## src/rtl/uart_tx_sched.sv

```systemverilog
// Round-robin scheduler and frame sequencer sharing one UART TX line among NUM_REQ requesters.
// Grants are aligned to baud_tick; each tick advances exactly one bit of the frame.
module uart_tx_sched #(
  parameter int NUM_REQ   = 4,
  parameter int DATA_BITS = 8,
  parameter int PARITY    = 0,
  parameter int STOP_BITS = 1
) (
  input  logic                           clk,
  input  logic                           reset,
  input  logic                           baud_tick,
  input  logic [NUM_REQ-1:0]             req,
  input  logic [NUM_REQ*DATA_BITS-1:0]   req_data,
  output logic [NUM_REQ-1:0]             ack,
  output logic                           tx,
  output logic                           busy,
  output logic [$clog2(NUM_REQ)-1:0]     owner,
  output logic                           frame_done
);

  localparam int          PTR_W = $clog2(NUM_REQ);
  localparam int          CNT_W = $clog2(DATA_BITS);
  localparam int unsigned NR    = NUM_REQ;

  if (NUM_REQ < 2 || NUM_REQ > 8) begin : g_bad_num_req
    $fatal(1, "uart_tx_sched: NUM_REQ must be 2..8");
  end
  if (DATA_BITS < 5 || DATA_BITS > 8) begin : g_bad_data_bits
    $fatal(1, "uart_tx_sched: DATA_BITS must be 5..8");
  end
  if (PARITY < 0 || PARITY > 2) begin : g_bad_parity
    $fatal(1, "uart_tx_sched: PARITY must be 0, 1 or 2");
  end
  if (STOP_BITS < 1 || STOP_BITS > 2) begin : g_bad_stop_bits
    $fatal(1, "uart_tx_sched: STOP_BITS must be 1 or 2");
  end

  typedef enum logic [2:0] {
    S_IDLE,
    S_START,
    S_DATA,
    S_PARITY,
    S_STOP
  } state_t;

  state_t               state, state_nxt;
  logic [PTR_W-1:0]     rr_ptr, rr_nxt;
  logic [PTR_W-1:0]     owner_nxt;
  logic [NUM_REQ-1:0]   ack_nxt;
  logic                 tx_nxt, busy_nxt, done_nxt;
  logic [DATA_BITS-1:0] shreg, shreg_nxt;
  logic                 par_bit, par_nxt;
  logic [CNT_W-1:0]     bit_cnt, bit_nxt;
  logic                 stop_cnt, stop_nxt;
  logic                 win_valid, grant;
  logic [PTR_W-1:0]     win_idx;
  logic [DATA_BITS-1:0] req_bytes [NUM_REQ];

  for (genvar g = 0; g < NUM_REQ; g++) begin : g_bytes
    assign req_bytes[g] = req_data[g*DATA_BITS +: DATA_BITS];
  end

  // First pending requester after rr_ptr, wrapping modulo NUM_REQ.
  always_comb begin
    logic [PTR_W-1:0] cand;
    win_valid = 1'b0;
    win_idx   = '0;
    cand      = '0;
    for (int unsigned i = 1; i <= NR; i++) begin
      cand = PTR_W'((32'(rr_ptr) + i) % NR);
      if (!win_valid && req[cand]) begin
        win_valid = 1'b1;
        win_idx   = cand;
      end
    end
  end

  always_comb begin
    state_nxt = state;
    tx_nxt    = tx;
    busy_nxt  = busy;
    ack_nxt   = '0;
    owner_nxt = owner;
    done_nxt  = 1'b0;
    rr_nxt    = rr_ptr;
    shreg_nxt = shreg;
    par_nxt   = par_bit;
    bit_nxt   = bit_cnt;
    stop_nxt  = stop_cnt;
    grant     = 1'b0;
    if (baud_tick) begin
      case (state)
        S_IDLE: grant = win_valid;
        // Data leaves through a right shift register, so tx always takes shreg[0].
        S_START: begin
          state_nxt = S_DATA;
          tx_nxt    = shreg[0];
          shreg_nxt = shreg >> 1;
          bit_nxt   = '0;
        end
        S_DATA: begin
          if (bit_cnt == CNT_W'(DATA_BITS - 1)) begin
            if (PARITY != 0) begin
              state_nxt = S_PARITY;
              tx_nxt    = par_bit;
            end else begin
              state_nxt = S_STOP;
              tx_nxt    = 1'b1;
              stop_nxt  = 1'b0;
            end
          end else begin
            bit_nxt   = bit_cnt + 1'b1;
            tx_nxt    = shreg[0];
            shreg_nxt = shreg >> 1;
          end
        end
        S_PARITY: begin
          state_nxt = S_STOP;
          tx_nxt    = 1'b1;
          stop_nxt  = 1'b0;
        end
        S_STOP: begin
          if (stop_cnt == 1'(STOP_BITS - 1)) begin
            done_nxt = 1'b1;
            if (win_valid) begin
              grant = 1'b1;
            end else begin
              state_nxt = S_IDLE;
              busy_nxt  = 1'b0;
              tx_nxt    = 1'b1;
            end
          end else begin
            stop_nxt = 1'b1;
          end
        end
        default: state_nxt = S_IDLE;
      endcase
      if (grant) begin
        state_nxt         = S_START;
        tx_nxt            = 1'b0;
        busy_nxt          = 1'b1;
        ack_nxt[win_idx]  = 1'b1;
        owner_nxt         = win_idx;
        rr_nxt            = win_idx;
        shreg_nxt         = req_bytes[win_idx];
        par_nxt           = (PARITY == 1) ? ^req_bytes[win_idx] : ~^req_bytes[win_idx];
      end
    end
  end

  always_ff @(posedge clk or posedge reset) begin
    if (reset) begin
      state      <= S_IDLE;
      tx         <= 1'b1;
      busy       <= 1'b0;
      ack        <= '0;
      owner      <= '0;
      frame_done <= 1'b0;
      rr_ptr     <= PTR_W'(NUM_REQ - 1);
      shreg      <= '0;
      par_bit    <= 1'b0;
      bit_cnt    <= '0;
      stop_cnt   <= 1'b0;
    end else begin
      state      <= state_nxt;
      tx         <= tx_nxt;
      busy       <= busy_nxt;
      ack        <= ack_nxt;
      owner      <= owner_nxt;
      frame_done <= done_nxt;
      rr_ptr     <= rr_nxt;
      shreg      <= shreg_nxt;
      par_bit    <= par_nxt;
      bit_cnt    <= bit_nxt;
      stop_cnt   <= stop_nxt;
    end
  end

endmodule
```

## config.mk

```make
export PLATFORM = sky130hd
export DESIGN_NAME = uart_tx_sched
export DESIGN_NICKNAME = d
export VERILOG_FILES = /design/src/rtl/uart_tx_sched.sv
export SDC_FILE = /design/constraint.sdc
export NUM_CORES = 1
export LEC_CHECK = 0
export ABC_AREA = 1
export CAP_MARGIN = 20
export CORE_ASPECT_RATIO = 1.5
export CORE_MARGIN = 3
export CORE_UTILIZATION = 45
export CTS_CLUSTER_SIZE = 10
export DETAILED_ROUTE_END_ITERATION = 6
export PLACE_DENSITY = 0.77
export SYNTH_ARGS = -nofsm -noshare
export SYNTH_HDL_FRONTEND = slang
export SYNTH_SLANG_ARGS = --single-unit
export TNS_END_PERCENT = 30
```

## constraint.sdc

```tcl
create_clock -name clk -period 2.7 [get_ports clk]
set_input_delay 0.54 -clock clk [delete_from_list [all_inputs] [get_ports clk]]
set_output_delay 0.54 -clock clk [all_outputs]
set_load 0.01 [all_outputs]
```

==> results.json <==
{
  "maxCapViolCount": 0,
  "antenna_found_initial": 0,
  "post_cts.repair.setup_buffers": 0,
  "synth_area_leader_cell": "dfrtp_1",
  "grt_pass1_vias": 1555,
  "routed_via_density": 4.893,
  "ir_worst_vdd_v": 0.0009650,
  "grt_pass1_wl_um": 6941,
  "synth_area_sq_um": 1764,
  "max_freq_mhz": 436.3,
  "synth.yosys.seq_area_share_pct": 35.67,
  "synth_area_leaders": "dfrtp_1 31%, nand2_1 24%, nand3_1 8.8%",
  "period_needed_ns": 2.292,
  "skew_ns": 0.0009303,
  "critPathBufInv": 3,
  "power.leakage_nw": 1.177,
  "drt_iter0_drc": 83,
  "hold_end": "owner[1]$_DFFE_PP0P_",
  "r2r-end": "shreg[0]$_DFFE_PP0P_",
  "critPathKind": "flip-flop to flip-flop",
  "clockBufferDepth": 2,
  "rr_startpoint": "rr_ptr[0]$_DFFE_PP1P_",
  "cpMaxStageDelayCell": "dfstp_2",
  "firstDrtPassIters": 4,
  "cp_max_fo": 15,
  "gp_routability_congestion": 0.8301,
  "syn_to_final_growth_pct": 28.79,
  "rows": 27,
  "crit_top_cell": "nand2_1",
  "critPathCaptureType": "flip-flop",
  "dp_slack_ns": 0.1432,
  "stdcell_area_sq_um": 2272,
  "yosys_warnings": 0,
  "post-dp-hpwl_um": 3134,
  "cts-buffers-inserted": 3,
  "io_pins": 48,
  "ant_nets": 0,
  "final_nets": 344,
  "syn-instance-count": 257,
  "clk_pin_slew_ns": 0.08,
  "antenna-diode-count": 0,
  "async_flop_share_pct": 100.0,
  "synth_ff_type": "dfrtp_1",
  "fp.dieH_um": 82.69,
  "chipWidth_um": 57.13,
  "synth.top_cells.by_count": "113 x nand2_1, 31 x nand3_1, 22 x dfrtp_1, 16 x nor2_1, 15 x inv_1",
  "hold_slack_ns": 0.4848,
  "synth_edf_count": 0,
  "cp.arrival_ns": 2.45,
  "worstPathCellList": "inv_8 > nand2_1 > nand2_1 > nand2_2 > nand2_4 > nor2_8 > nand2_2 > o21ai_2 > inv_2 > nand2_4 > nand2_4 > inv_2 > nor2_1 > nand2_1 > nand2_1",
  "place_area_sq_um": 2227,
  "slew_viol_final": 0,
  "hold_depth": 2,
  "synth_most_common_cell": "nand2_1",
  "period_share_pct": 84.89,
  "final.setup.tns_ns": 0,
  "hold_viol_final": 0,
  "h-tree-depth": 1,
  "core_sq_um": 3716,
  "rsz0062_at_grt": "false",
  "cts.sinks": 25,
  "max_stage_delay_ns": 0.71,
  "status": "completed",
  "reg2reg_slack_ns": 0.41,
  "synth_cell_types": 25,
  "track_usage_pct": 18.24,
  "drc": 0,
  "overflow": 0,
  "final.setup.worst_slack_ns": 0.4078,
  "syn_nets": 298,
  "yosys.area.top_type_share_pct": 31.21,
  "cp.required_ns": 2.86,
  "tightest_slew_ns": 0.3002,
  "cts_tree": "yes",
  "relSlewSlack_pct": 79.83,
  "fp.dieArea_sq_um": 4723,
  "cts_hold_buf": 0,
  "root_buffer": "clkbuf_8",
  "worstRegToRegCells": 15,
  "portBuffers": 47,
  "avgSynthCellArea_sq_um": 6.865,
  "initial_core_util_pct": 47.47,
  "wl_per_cell_um": 11.56,
  "drive_gt1_share_pct": 11.92,
  "vias": 1688,
  "p_per_area_nw_per_um2": 1260,
  "hold_path.class": "flip-flop to flip-flop",
  "grt_max_degree": 26,
  "crit_family": "simple AND/OR/NAND/NOR gates",
  "ys_ff_latch": 25,
  "critPathLaunchType": "flip-flop",
  "wl_um": 3987,
  "clk_latency_ns": 0.26,
  "setup_viol": 0,
  "min_from": "owner[1]$_DFFE_PP0P_",
  "post_cts_resized": 0
}
==> metrics by stage <==
stage               utilization [%]  std cells  power [mW]
global route                  61.14        345       3.220
global placement              59.93        341       2.634
finish                        61.14        345       2.862
floorplan                         -        257       2.349
CTS                           61.14        345       2.883
detailed placement            59.93        341       2.663
==> layer usage <==
layer  vias to the layer above  global-route usage (%)  routed length [um]
li1                        896                       -                   -
met1                       741                   24.03                1689
met2                        47                   31.69                2055
met3                         4                   1.711                 209
met4                         0                   5.336                  33
met5                         -                       0                   0
==> tightest hold or removal path, delay by kind of cell (launching register included) <==
kind / cells / cell delay [ns]
and+or+nand+nor: 2 / 0.10
DFF: 1 / 0.35
==> power breakdown <==
group	switching [mW]	internal, mW
Clock	0.109	0.105
Combinational	1.28	0.709
Sequential	0.115	0.543
Total	1.50	1.36
==> kinds of logic (layout without fill, tap and decap cells) <==
| family | after synthesis | after routing | synth area share [%] |
|---|---|---|---|
| simple gates | 183 | 183 | 47.94 |
| buf+inv | 29 | 74 | 9.006 |
| flops | 25 | 25 | 35.67 |
| compound gates | 18 | 18 | 5.958 |
| fa+ha+maj | 2 | 2 | 1.418 |
==> cell usage in the layout (no fill, tap or decap) <==
master and instances:
nor2_8 1, nand3_4 2, inv_8 1, a21oi_1 3, o21a_1 1, clkbuf_1 1, o21ai_2 2, nand2_2 11
inv_1 15, dfrtp_1 22, clkdlybuf4s50_1 47, inv_2 6, o31ai_1 1, o211ai_1 1, buf_4 1, nor2_4 1
nand2_4 5, nor3_1 3, dfstp_2 3, nor2_1 16, clkbuf_8 3, nand2_1 113, nand3_1 31, ha_1 2
o21ai_0 10
==> layout make-up <==
type                       instances  area [sq um]
clock buffer                       4         45.04
sequential                        25         629.4
multi-input combinational        203         975.9
fill                             353          1444
inverter                          22         90.09
tap                               43         53.80
timing repair buffer              48         478.0
==> registers in the layout, summed over array words and instances (netlist names) <==
name        cells
shreg           8
ack             4
bit_cnt         3
state           3
owner           2
rr_ptr          2
busy            1
frame_done      1
tx              1
==> worst max path at each step <==
| stage | startpoint | end | slack [ns] | depth (start not counted) |
|---|---|---|---|---|
| 3_5_place_dp | req[3] | shreg[0]$_DFFE_PP0P_ | 0.14 | 15 |
| 3_3_place_gp | req[3] | shreg[0]$_DFFE_PP0P_ | 0.16 | 15 |
| 2_1_floorplan | rr_ptr[0]$_DFFE_PP1P_ | shreg[0]$_DFFE_PP0P_ | 0.79 | 17 |
| 6_report | rr_ptr[0]$_DFFE_PP1P_ | shreg[0]$_DFFE_PP0P_ | 0.41 | 15 |
| 5_1_grt | rr_ptr[0]$_DFFE_PP1P_ | shreg[2]$_DFFE_PP0P_ | 0.21 | 15 |
| 4_1_cts | rr_ptr[0]$_DFFE_PP1P_ | shreg[0]$_DFFE_PP0P_ | 0.39 | 15 |
(Power assumes the default switching activity.)
